==> config.mk <==
export PLATFORM = sky130hd
export DESIGN_NAME = spi_slave_rx
export DESIGN_NICKNAME = d
export VERILOG_FILES = /design/src/rtl/spi_slave_rx.sv
export SDC_FILE = /design/constraint.sdc
export NUM_CORES = 1
export LEC_CHECK = 0
export BUFFER_PORTS_ARGS = -buffer_cell sky130_fd_sc_hd__buf_2
export CAP_MARGIN = 40
export CORE_MARGIN = 2
export CORE_UTILIZATION = 50
export CTS_CLUSTER_DIAMETER = 80
export DETAILED_ROUTE_END_ITERATION = 8
export GPL_ROUTABILITY_DRIVEN = 0
export PLACE_DENSITY = 0.67
export RECOVER_POWER = 100
export SLEW_MARGIN = 25
export SYNTH_ARGS = -nofsm -noshare
export SYNTH_HDL_FRONTEND = slang
export SYNTH_SLANG_ARGS = --single-unit
==> constraint.sdc <==
create_clock -name clk -period 3.2 [get_ports clk]
set_input_delay 0 -clock clk [delete_from_list [all_inputs] [get_ports clk]]
set_output_delay 0 -clock clk [all_outputs]
set_load 0.02 [all_outputs]
==> src/rtl/spi_slave_rx.sv <==
// spi_slave_rx: SPI mode-0 slave receiver that assembles oversampled bytes into multi-byte frames.
// Define SPI_SLAVE_ECHO_EN to shift the previous rx_byte back out on MISO; otherwise MISO is tied low.
module spi_slave_rx #(
  parameter int DATA_W      = 8,
  parameter int FRAME_BYTES = 2,
  parameter int SYNC_STAGES = 2
) (
  input  logic                          clk,
  input  logic                          rst,
  input  logic                          SCLK,
  input  logic                          MOSI,
  input  logic                          SS_n,
  output logic                          MISO,
  output logic [DATA_W-1:0]             rx_byte,
  output logic                          rx_byte_valid,
  output logic [DATA_W*FRAME_BYTES-1:0] frame_data,
  output logic                          frame_valid,
  output logic                          frame_err
);
  localparam int BW = $clog2(DATA_W);
  localparam int CW = FRAME_BYTES > 1 ? $clog2(FRAME_BYTES) : 1;
  typedef enum logic [1:0] {IDLE, SHIFT, BYTE, ABORT} state_t;
  state_t                                 state_q;
  logic [SYNC_STAGES-1:0]                 sclk_sync_q, mosi_sync_q, ss_sync_q;
  logic                                   sclk_prev_q;
  logic [DATA_W-1:0]                      shift_q, rx_byte_q;
  logic [BW-1:0]                          bit_cnt_q;
  logic [CW-1:0]                          byte_cnt_q;
  logic [FRAME_BYTES-1:0][DATA_W-1:0]     frame_reg_q, frame_d, frame_out_q;
  logic                                   rx_byte_valid_q, frame_valid_q, frame_err_q;
  logic                                   sclk_s, mosi_s, ss_s, sclk_rise;
  assign sclk_s    = sclk_sync_q[SYNC_STAGES-1];
  assign mosi_s    = mosi_sync_q[SYNC_STAGES-1];
  assign ss_s      = ss_sync_q[SYNC_STAGES-1];
  assign sclk_rise = sclk_s & ~sclk_prev_q;
  // first byte of a frame lands in the most significant slot
  always_comb begin
    frame_d = frame_reg_q;
    frame_d[CW'(FRAME_BYTES-1) - byte_cnt_q] = shift_q;
  end
  always_ff @(posedge clk or negedge rst) begin
    if (!rst) begin
      state_q         <= IDLE;
      sclk_sync_q     <= '0;
      mosi_sync_q     <= '0;
      ss_sync_q       <= '1;
      sclk_prev_q     <= 1'b0;
      shift_q         <= '0;
      rx_byte_q       <= '0;
      bit_cnt_q       <= '0;
      byte_cnt_q      <= '0;
      frame_reg_q     <= '0;
      frame_out_q     <= '0;
      rx_byte_valid_q <= 1'b0;
      frame_valid_q   <= 1'b0;
      frame_err_q     <= 1'b0;
    end else begin
      sclk_sync_q     <= {sclk_sync_q[SYNC_STAGES-2:0], SCLK};
      mosi_sync_q     <= {mosi_sync_q[SYNC_STAGES-2:0], MOSI};
      ss_sync_q       <= {ss_sync_q[SYNC_STAGES-2:0], SS_n};
      sclk_prev_q     <= sclk_s;
      rx_byte_valid_q <= 1'b0;
      frame_valid_q   <= 1'b0;
      frame_err_q     <= 1'b0;
      case (state_q)
        IDLE: if (!ss_s) begin
          state_q    <= SHIFT;
          bit_cnt_q  <= '0;
          byte_cnt_q <= '0;
        end
        SHIFT: if (ss_s) state_q <= ABORT;
        else if (sclk_rise) begin
          shift_q   <= {shift_q[DATA_W-2:0], mosi_s};
          bit_cnt_q <= bit_cnt_q == BW'(DATA_W-1) ? '0 : bit_cnt_q + 1'b1;
          state_q   <= bit_cnt_q == BW'(DATA_W-1) ? BYTE : SHIFT;
        end
        BYTE: begin
          rx_byte_q       <= shift_q;
          rx_byte_valid_q <= 1'b1;
          frame_reg_q     <= frame_d;
          state_q         <= SHIFT;
          if (byte_cnt_q == CW'(FRAME_BYTES-1)) begin
            frame_out_q   <= frame_d;
            frame_valid_q <= 1'b1;
            byte_cnt_q    <= '0;
          end else byte_cnt_q <= byte_cnt_q + 1'b1;
        end
        ABORT: begin
          frame_err_q <= bit_cnt_q != '0 || byte_cnt_q != '0;
          shift_q     <= '0;
          bit_cnt_q   <= '0;
          byte_cnt_q  <= '0;
          state_q     <= IDLE;
        end
      endcase
    end
  end
  assign rx_byte       = rx_byte_q;
  assign rx_byte_valid = rx_byte_valid_q;
  assign frame_data    = frame_out_q;
  assign frame_valid   = frame_valid_q;
  assign frame_err     = frame_err_q;
`ifdef SPI_SLAVE_ECHO_EN
  logic [DATA_W-1:0] echo_q;
  logic              sclk_fall;
  assign sclk_fall = ~sclk_s & sclk_prev_q;
  // a falling edge with bit_cnt at 0 closes a byte, so the next echo byte is reloaded there
  always_ff @(posedge clk or negedge rst) begin
    if (!rst) echo_q <= '0;
    else if (state_q == IDLE) echo_q <= ss_s ? '0 : rx_byte_q;
    else if (state_q == ABORT) echo_q <= '0;
    else if (state_q == SHIFT && !ss_s && sclk_fall)
      echo_q <= bit_cnt_q == '0 ? rx_byte_q : {echo_q[DATA_W-2:0], 1'b0};
  end
  assign MISO = echo_q[DATA_W-1];
`else
  assign MISO = 1'b0;
`endif
endmodule
Yosys cells after proc, flatten, opt, wreduce, memory -nomap -nowiden
Cells that the tools add are included.

Bits in registers: 64. Input port bits: 5. Logic and storage cells: 66.

$add $sub $neg: 3. Order comparisons: 2. Equal/unequal tests: 8. Mux-type cells: 23. Bitwise gates (word level): 2. Reduce and logical (&&, ||, !) cells: 12.

Operators with widths (count): $mux 8 (3); $bwmux 16 (1); $pmux 8 s2 (1); $mux 3 (4); $pmux 3 s3 (1); $reduce_bool 3->1 (3); $demux 8 s1 (1); $mux 2 (4); $pmux 2 s4 (1); $mux 1 (6); $ne 2x2->1 const B (3); $reduce_and 2->1 (3); $eq 2x2->1 const B (2); $reduce_and 4->1 (1); $add 3x1->3 const B (1); $eq 3x3->1 const B (1); $ne 3x3->1 const B (1); $pmux 1 s3 (1); $reduce_and 3->1 (1); $eq 2x1->1 const B (1); $logic_not 2->1 (1); $lt 1x2->1 const B (1); $reduce_bool 2->1 (1); $add 1x1->1 const B (1); 6 further kinds (6).

Longest topological paths before layout
Gate-level depths: netlist of run 1.

Depth in word-level cells: 6. Gate-level depth with buffers: 6.

Worst setup path after synthesis of run 1
No wires, ideal clock.

Path kind: register to register. Start point: reg state_q[0]. End point: reg bit_cnt_q[0]. Setup time: 128 ps. Data arrival time: 1280 ps. Path slack: 1793 ps. Cell stages (with the launch flop): 5. Path buffers: 1. Period minus slack after synthesis: 1407 ps. Path through: dfrtp_1 -> buf_6 -> nor2b_2 -> a211oi_4 -> mux2_1.

Longest elaborated chain between the ends: 3.

RTL lines: from (decl) (line 23) `state_t state_q;`; from (signal assigned) (line 75) `state_q <= bit_cnt_q == BW'(DATA_W-1) ? BYTE : SHIFT;`; $eq 2x1->1 (tied with other cells) (line 65) `case (state_q)`; $ne 2x2->1 (no line) / $reduce_bool 3->1 (equally long branches); $reduce_and 4->1 (no line); to (signal assigned) (line 74) `bit_cnt_q <= bit_cnt_q == BW'(DATA_W-1) ? '0 : bit_cnt_q + 1'b1;`; to (decl) (line 27) `logic [BW-1:0] bit_cnt_q;`.

Several ways; a longest one is shown, not always the timed one. A chain may end at the register's enable or synchronous reset.

Final worst setup path of run 1
Ends and elaborated chain as after synthesis.

==> results of run 1 <==
==> cell families (layout without fill, tap and decap cells) <==
group | after synthesis | in the layout
other cells | 1 | 1
mux | 28 | 28
simple gates | 41 | 41
fa+ha+maj | 3 | 3
compound gates | 15 | 15
buf+inv | 14 | 51
flops | 56 | 56
==> flip-flops by register name, indices dropped and copies added (netlist names) <==
register	flops
shift_q	8
frame_reg_q	8
bit_cnt_q	3
rx_byte_valid	1
frame_err	1
rx_byte	8
ss_sync_q	2
state_q	2
frame_valid	1
sclk_sync_q	2
mosi_sync_q	2
frame_data	16
sclk_prev_q	1
byte_cnt_q	1
==> per-layer routing <==
| layer | part of all wire | track usage |
|---|---|---|
| met3 | 0.051 | 0.05840 |
| met5 | 0 | 0 |
| met1 | 0.46 | 0.2253 |
| met2 | 0.47 | 0.2274 |
| met4 | 0.015 | 0.06709 |
==> final cells by class <==
type / instances / area, µm²
clock buffers: 7 / 76.32
clock inverters: 1 / 30.03
inverters: 7 / 31.28
fillers: 397 / 1888
well taps: 52 / 65.06
multi-input cells: 88 / 664.4
flip-flops and latches: 56 / 1404
repair buffers: 36 / 165.2
==> through the flow <==
step	worst slack (ps)	util	cell area (µm²)	power [mW]
CTS	1481	0.5911	2556	1.693
global placement	1571	0.5573	2410	1.223
finish	1060	0.5634	2436	1.622
floorplan	1793	-	2243	1.159
detailed placement	1497	0.5573	2410	1.246
global route	933.8	0.5634	2436	1.715
==> what timing repair did <==
action,CTS,global route
buffers inserted,0,0
hold endpoints to repair,25,0
hold buffers,4,0
==> cells in the mapped netlist, types with 2 or more instances <==
cell	instances
sky130_fd_sc_hd__a21oi_1	2
sky130_fd_sc_hd__a22o_1	6
sky130_fd_sc_hd__buf_4	3
sky130_fd_sc_hd__buf_6	3
sky130_fd_sc_hd__dfrtp_1	54
sky130_fd_sc_hd__dfstp_2	2
sky130_fd_sc_hd__ha_1	3
sky130_fd_sc_hd__inv_1	6
sky130_fd_sc_hd__mux2_2	13
sky130_fd_sc_hd__mux2_4	11
sky130_fd_sc_hd__mux2i_1	3
sky130_fd_sc_hd__nand2_1	25
sky130_fd_sc_hd__nand2b_1	3
sky130_fd_sc_hd__nor2_1	3
==> power by group through the flow <==
| stage | combinational (mW) | sequential, mW | clock [mW] |
|---|---|---|---|
| finish | 0.311 | 0.866 | 0.445 |
| CTS | 0.361 | 0.878 | 0.454 |
| detailed placement | 0.355 | 0.891 | 0 |
| floorplan | 0.266 | 0.894 | 0 |
| global route | 0.341 | 0.881 | 0.493 |
| global placement | 0.339 | 0.884 | 0 |
==> worst max path at each step <==
stage                     startpoint        endpoint  slack (ps)  depth (start not counted)
after global routing             rst  frame_data[15]         930                          3
final                     state_q[0]    bit_cnt_q[0]        1060                          4
after global placement    state_q[0]  frame_data[12]        1570                          4
after CTS                 state_q[0]   frame_data[9]        1480                          4
after detailed placement  state_q[0]   frame_data[8]        1500                          4
after floorplan           state_q[0]    bit_cnt_q[0]        1790                          4
==> results.yml, run 1 <==
outcome:
  outcome: "finished, final reports clean"
final_layout:
  mostFrequentLayoutCells: "sky130_fd_sc_hd__dfrtp_1 (54), sky130_fd_sc_hd__clkbuf_1 (30), sky130_fd_sc_hd__nand2_1 (25)"
  diodes: 0
  finish.cell_count_without_fillers: 247
  fraction_of_final_layout_cells_with_drive_strength_greater_than_1: 0.1385
  nets: 202
  layout_commonest_cell: "sky130_fd_sc_hd__dfrtp_1"
  synth_to_final_area_change_pct: 8.589
yosys:
  post_synth.cell_area_avg_um2: 14.20
  yosysSeqAreaShare: 0.6258
  synth_edf_count: 0
  fraction_of_the_mapped_netlist_area_in_compound_gates: 0.05633
  synth-simple-area-share: 0.1009
  netlist_top_cells_area: "sky130_fd_sc_hd__dfrtp_1 (60%), sky130_fd_sc_hd__mux2_4 (7.4%), sky130_fd_sc_hd__mux2_2 (6.5%)"
  synth_nets: 166
  synth_area_leader_cell: "sky130_fd_sc_hd__dfrtp_1"
  cells_after_synthesis: 158
  synth_top_family_by_area: "multiplexers"
  synth_mux_area_frac: 0.1573
  async_flop_share: 1.000
  yosys_register_bits: 56
  postSynth.topFlopCell: "sky130_fd_sc_hd__dfrtp_1"
  yosys.area_share.xor_xnor: 0
  yosys_warnings: 0
  post_synth_fa_ha_maj_area_fraction: 0.01673
  post-synth-top-area-fraction: 0.6023
  synthesis.area_um2: 2243
  ys_types: 35
power_and_ir_drop:
  powerDensity_nw_per_um2: 665.8
  vdd_drop_max_uv: 369.5
  power_switching_share: 0.2934
  cell_internal_pwr_mw: 1.146
  power_switching_uw: 475.9
  comb_power_share: 0.192
  share_seq_of_total_power: 0.534
  power.clock.fraction: 0.274
  power.leakage_nw: 1.248
place:
  placed_cells_incl_taps: 235
  numPortBuffers: 31
  hpwl_um: 2599
worst_hold_path:
  hold-path-cell-count: 2
  worst_hold_startpoint: "SS_n"
  hold_path.class: "input port to register"
  min_to: "ss_sync_q[0]"
clock_network:
  clock_tree_from_tritoncts: "done"
  cts-root-buf: "sky130_fd_sc_hd__clkbuf_8"
  clock_sink_count: 56
  cts-htree-levels: 2
  worst_skew_pair.late_latency_ps: 310
  cts.path.max_buffers: 2
  numCtsBuffers: 5
  cts_resized: 0
  clk_pin_slew_worst_paths_ps: 90
critical_path:
  critical_path.n_buffers_inverters: 1
  worstPathRequired_ps: 3390
  cpLargestDelayFamily: "compound AO/OA/AOI/OAI gates"
  path_cells: "nand2b_1 -> clkinv_4 -> a211oi_1 -> mux2_1"
  timing.reg2reg.worst_path_depth: 4
  regToRegEndpoint: "bit_cnt_q[0]"
  critical-path-max-stage-delay_ps: 530
  criticalPathCategory: "register to register"
  r2r_start: "state_q[0]"
  reg2reg_setup_slack_ps: 1060
  crit_fanout: 11
  setup.worst_path.start_class: "register"
  critical_path.endpoint_type: "register"
  critical_path_data_arrival_time_ps: 2330
  slowest_stage: "sky130_fd_sc_hd__a211oi_1"
detailed_routing:
  1st_iter_drt_viols: 61
  route.vias.total: 1256
  post_route_drc_violation_count: 0
  drt_first_pass_iters: 4
  wl_per_cell_um: 14.87
  ant_nets: 0
  viasPerCell: 5.085
  routed_wl_um: 3672
timing:
  worst-slew-pin-transition_ps: 1286
  timing.clock.skew_ps: 10.76
  hold_viol_final: 0
  layout_min_cycle_time_ps: 2140
  share_of_the_clock_period_used_by_the_worst_path_after_layout: 0.6687
  grt_setup_unrepaired: "no"
  timing.setup.tns_ps: 0
  number_of_slew_limit_violations_in_the_final_report: 0
  timing.final.setup_violations: 0
  max_freq_mhz: 467.3
  worst_hold_slack_ps: 333.7
  max-slew-margin-rel: 0.1424
grt:
  first_global_vias: 1241
  grt_usage: 0.1605
  antenna_found_initial: 0
  grt_start_max_net_pins: 33
  grt_first_pass_wirelength_um: 6085
  grt_overflow: 0
die:
  floorplan.die.width_um: 70.99
  floorplan.initialDensity: 0.5188
  io_pins: 33
  num_rows: 24
  height_of_the_die_um: 70.99
  dieArea_um2: 5039
  fp.coreArea_um2: 4324
job:
  cap_violations: 0
No activity file was read; power rests on OpenSTA's default activity.
==> inputs of run 2 (changes only) <==
==> constraint.sdc (replaced) <==
create_clock -name clk -period 2.2 [get_ports clk]
set_input_delay 0 -clock clk [delete_from_list [all_inputs] [get_ports clk]]
set_output_delay 0 -clock clk [all_outputs]
set_load 0.02 [all_outputs]
==> results.yml, run 2 (same netlist as run 1, synthesis figures left out) <==
outcome:
  outcome: "finished, final reports clean"
clock_network:
  cts-htree-levels: 2
  cts_setup_buffers: 0
  cts-root-buf: "sky130_fd_sc_hd__clkbuf_8"
  cts_resized: 0
  numCtsBuffers: 5
  cts.path.max_buffers: 2
  clock_sink_count: 56
  worst_skew_pair.late_latency_ps: 300
  clk_pin_slew_worst_paths_ps: 90
  postCtsHoldBufs: 4
  clock_tree_from_tritoncts: "done"
power_and_ir_drop:
  power.clock.fraction: 0.286
  cell_internal_pwr_mw: 1.750
  comb_power_share: 0.199
  vdd_drop_max_uv: 609.9
  power_switching_uw: 727.6
  report.power.total_mw: 2.477
  power_switching_share: 0.2937
  power.leakage_nw: 1.262
  powerDensity_nw_per_um2: 995.0
  share_seq_of_total_power: 0.515
critical_path:
  regToRegEndpoint: "frame_data[11]"
  path_cells: "nand2b_4 -> clkinv_4 -> nand2_2 -> mux2_2"
  critical_path_data_arrival_time_ps: 2010
  cp-startpoint: "state_q[0]"
  reg2reg_setup_slack_ps: 380
  critical_path.endpoint_type: "register"
  setup.worst_path.start_class: "register"
  criticalPathCategory: "register to register"
  critical-path-max-stage-delay_ps: 510
  worstPathRequired_ps: 2390
  r2r_start: "state_q[0]"
  timing.reg2reg.worst_path_depth: 4
  crit_fanout: 17
  slowest_stage: "sky130_fd_sc_hd__dfrtp_1"
  endpoint: "frame_data[11]"
final_layout:
  area.sequential_um2: 1404
  diodes: 0
  max_ffs_per_register: 16
  layout_commonest_cell: "sky130_fd_sc_hd__dfrtp_1"
  synth_to_final_area_change_pct: 10.99
  mostFrequentLayoutCells: "sky130_fd_sc_hd__dfrtp_1 (54), sky130_fd_sc_hd__clkbuf_1 (30), sky130_fd_sc_hd__nand2_1 (25)"
  fraction_of_final_layout_cells_with_drive_strength_greater_than_1: 0.1633
  final_cell_area_um2: 2490
  multiInputGateArea_um2: 695.7
  layout.core_utilization: 0.5758
  number_of_fillers_in_the_final_layout: 385
  nets: 203
grt:
  grt_usage: 0.1725
  first_global_vias: 1406
  global_route.peak_usage_layer: "met2"
  grt_overflow: 0
  global_route.usage.met1: 0.2267
  met3_routing_resource_usage_after_global_routing: 0.04131
  grt_start_max_net_pins: 30
  antenna_found_initial: 0
  grt_first_pass_wirelength_um: 6679
  grt.met2_usage: 0.2773
worst_hold_path:
  worst_hold_startpoint: "MOSI"
  hold_path.class: "input port to register"
timing:
  worst-slew-pin-transition_ps: 1471
  share_of_the_clock_period_used_by_the_worst_path_after_layout: 0.8275
  timing.final.setup_violations: 0
  timing.setup.tns_ps: 0
  layout_min_cycle_time_ps: 1820
  max_freq_mhz: 549.3
  hold_viol_final: 0
  grt_setup_unrepaired: "no"
  number_of_slew_limit_violations_in_the_final_report: 0
  timing.clock.skew_ps: 8.976
  worst_hold_slack_ps: 341.8
  max-slew-margin-rel: 0.01921
die:
  floorplan.die.width_um: 70.99
  height_of_the_die_um: 70.99
  num_rows: 24
  fp.coreArea_um2: 4324
  dieArea_um2: 5039
  floorplan.initialDensity: 0.5188
  io_pins: 33
detailed_routing:
  drt_first_pass_iters: 4
  routed_wl_um: 3805
  1st_iter_drt_viols: 60
  wl_per_cell_um: 15.34
  ant_nets: 0
  route.vias.total: 1294
  viasPerCell: 5.218
  post_route_drc_violation_count: 0
place:
  hpwl_um: 2637
  detailed_place.area_um2: 2417
  numPortBuffers: 31
job:
  cap_violations: 0
==> run 2: worst min-delay path by stage <==
stage / end / slack [ps] / depth (start not counted)
after global placement: frame_data[7] / 20 / 2
after floorplan: bit_cnt_q[0] / -300 / 0
final: mosi_sync_q[0] / 340 / 2
after global routing: mosi_sync_q[0] / 330 / 2
after CTS: frame_data[15] / 240 / 3
after detailed placement: frame_data[7] / 30 / 2
==> run 2: cell type report <==
type	count	share of cell area
clock buffers	7	0.03869
clock inverters	1	0.01206
inverters	7	0.01256
multi-input cells	88	0.2794
flip-flops and latches	56	0.5638
well taps	52	0.02613
repair buffers	37	0.06734
==> run 2: critical path, delay by kind of cell (launching register included) <==
kind          cells  cell delay (ps)
mux               1              390
simple gates      2              670
buf+inv           1              130
flops             1              510
==> run 2: power by group through the flow <==
stage               Sequential (mW)  Clock (mW)  Combinational [mW]
floorplan                      1.30           0               0.386
global placement               1.29           0               0.495
detailed placement             1.30           0               0.521
CTS                            1.28       0.724               0.531
global route                   1.30       0.761               0.545
finish                         1.28       0.709               0.492
==> run 2: layer usage <==
| layer | vias to the layer above | share of wire |
|---|---|---|
| met2 | 37 | 0.49 |
| met5 | - | 0 |
| li1 | 605 | - |
| met4 | 0 | 0.019 |
| met3 | 9 | 0.049 |
| met1 | 643 | 0.44 |
==> run 2: metrics by stage <==
stage,cells,setup slack [ps]
floorplan,158,792.5
global placement,236,568.2
detailed placement,236,500.2
CTS,248,477.0
global route,248,223.8
finish,248,379.6
==> inputs of run 3 (changes only) <==
==> constraint.sdc (replaced) <==
create_clock -name clk -period 1.8 [get_ports clk]
set_input_delay 0 -clock clk [delete_from_list [all_inputs] [get_ports clk]]
set_output_delay 0 -clock clk [all_outputs]
set_load 0.02 [all_outputs]
==> results.yml, run 3 (same netlist as run 1, synthesis figures left out) <==
outcome:
  outcome: "finished, final reports clean"
critical_path:
  path_cells: "nor3b_2 -> o21ai_0 -> a22o_1"
  slowest_stage: "sky130_fd_sc_hd__o21ai_0"
  worstPathRequired_ps: 2040
  cp-startpoint: "ss_sync_q[1]"
  critical_path.n_buffers_inverters: 0
  r2r_start: "ss_sync_q[1]"
  crit_fanout: 7
  critical-path-max-stage-delay_ps: 690
  critical_path.endpoint_type: "register"
  criticalPathCategory: "register to register"
  critical_path_data_arrival_time_ps: 1880
  setup.worst_path.start_class: "register"
  cpLargestDelayFamily: "compound AO/OA/AOI/OAI gates"
detailed_routing:
  1st_iter_drt_viols: 65
  wl_per_cell_um: 14.94
  post_route_drc_violation_count: 0
  routed_wl_um: 3704
  route.vias.total: 1272
  drt_first_pass_iters: 4
  ant_nets: 0
  viasPerCell: 5.129
die:
  fp.coreArea_um2: 4324
  floorplan.initialDensity: 0.5188
  io_pins: 33
  num_rows: 24
  floorplan.die.width_um: 70.99
  dieArea_um2: 5039
  height_of_the_die_um: 70.99
clock_network:
  cts-root-buf: "sky130_fd_sc_hd__clkbuf_8"
  cts_resized: 0
  cts-htree-levels: 2
  clk_pin_slew_worst_paths_ps: 90
  clock_tree_from_tritoncts: "done"
  cts.path.max_buffers: 2
  clock_sink_count: 56
  worst_skew_pair.late_latency_ps: 310
  numCtsBuffers: 5
power_and_ir_drop:
  vdd_drop_max_uv: 569.2
  powerDensity_nw_per_um2: 1199
  power.leakage_nw: 1.274
final_layout:
  diodes: 0
  synth_to_final_area_change_pct: 11.15
  max_ffs_per_register: 16
  mostFrequentLayoutCells: "sky130_fd_sc_hd__dfrtp_1 (54), sky130_fd_sc_hd__clkbuf_1 (27), sky130_fd_sc_hd__nand2_1 (25)"
  fraction_of_final_layout_cells_with_drive_strength_greater_than_1: 0.1786
  nets: 203
  layout.core_utilization: 0.5767
  number_of_fillers_in_the_final_layout: 391
  layout_commonest_cell: "sky130_fd_sc_hd__dfrtp_1"
grt:
  grt_overflow: 0
  grt_first_pass_wirelength_um: 6458
  antenna_found_initial: 0
  grt_usage: 0.1695
  first_global_vias: 1312
  grt_start_max_net_pins: 57
timing:
  timing.final.setup_violations: 0
  hold_viol_final: 0
  layout_min_cycle_time_ps: 1638
  timing.clock.skew_ps: 12.93
  worst-slew-pin-transition_ps: 1315
  timing.setup.tns_ps: 0
  share_of_the_clock_period_used_by_the_worst_path_after_layout: 0.9098
  grt_setup_unrepaired: "no"
  number_of_slew_limit_violations_in_the_final_report: 0
  max-slew-margin-rel: 0.1236
  max_freq_mhz: 610.7
place:
  numPortBuffers: 31
  hpwl_um: 2513
worst_hold_path:
  worst_hold_startpoint: "MOSI"
  hold_path.class: "input port to register"
job:
  cap_violations: 0
==> run 3: path summary, 6_finish.rpt <==
kind,to,slack [ps],cells after the start
worst max-delay path,shift_q[1],160,3
worst min-delay path,mosi_sync_q[0],330,2
worst max register to register,shift_q[1],160,3
worst min register to register,mosi_sync_q[1],360,0
max in group asynchronous,bit_cnt_q[1],410,3
min in group asynchronous,rx_byte[6],590,3
==> run 3: routing by layer <==
metal,track usage,routed length [µm],vias to the layer above
met2,0.2606,1802,27
met4,0.06289,65,0
met1,0.2271,1666,637
met5,0,0,-
met3,0.05556,169,6
li1,-,-,602
==> run 3: layout make-up <==
type                       count  area, µm²  area share
clock buffer                   6      82.58     0.03312
clock inverter                 2      38.79     0.01555
inverter                       7      31.28     0.01254
multi-input combinational     88      698.2      0.2800
sequential                    56       1404      0.5630
tap                           52      65.06     0.02609
timing repair buffer          37      173.9     0.06974
==> run 3: stage by stage <==
stage | power, mW | hold WS (ps) | setup slack [ps] | instance area, µm² | cells
2_1_floorplan | 2.061 | -295.6 | 392.5 | 2243 | 158
3_3_place_gp | 2.182 | 14.03 | 292.2 | 2430 | 236
3_5_place_dp | 2.224 | 19.34 | 215.7 | 2430 | 236
4_1_cts | 3.083 | 214.8 | 205.9 | 2591 | 248
5_1_grt | 3.180 | 310.6 | 58.86 | 2494 | 248
6_report | 2.990 | 329.2 | 162.4 | 2494 | 248
==> run 3: report_power, final <==
part	switching (mW)	internal, mW	total (mW)
clock	0.391	0.455	0.846
combinational	0.350	0.240	0.590
sequential	0.150	1.40	1.55
==> run 3: what timing repair did <==
| action | in CTS | in global routing |
|---|---|---|
| endpoints found under the hold margin | 59 | 0 |
| setup buffers | 0 | 0 |
| hold buffers | 4 | 0 |
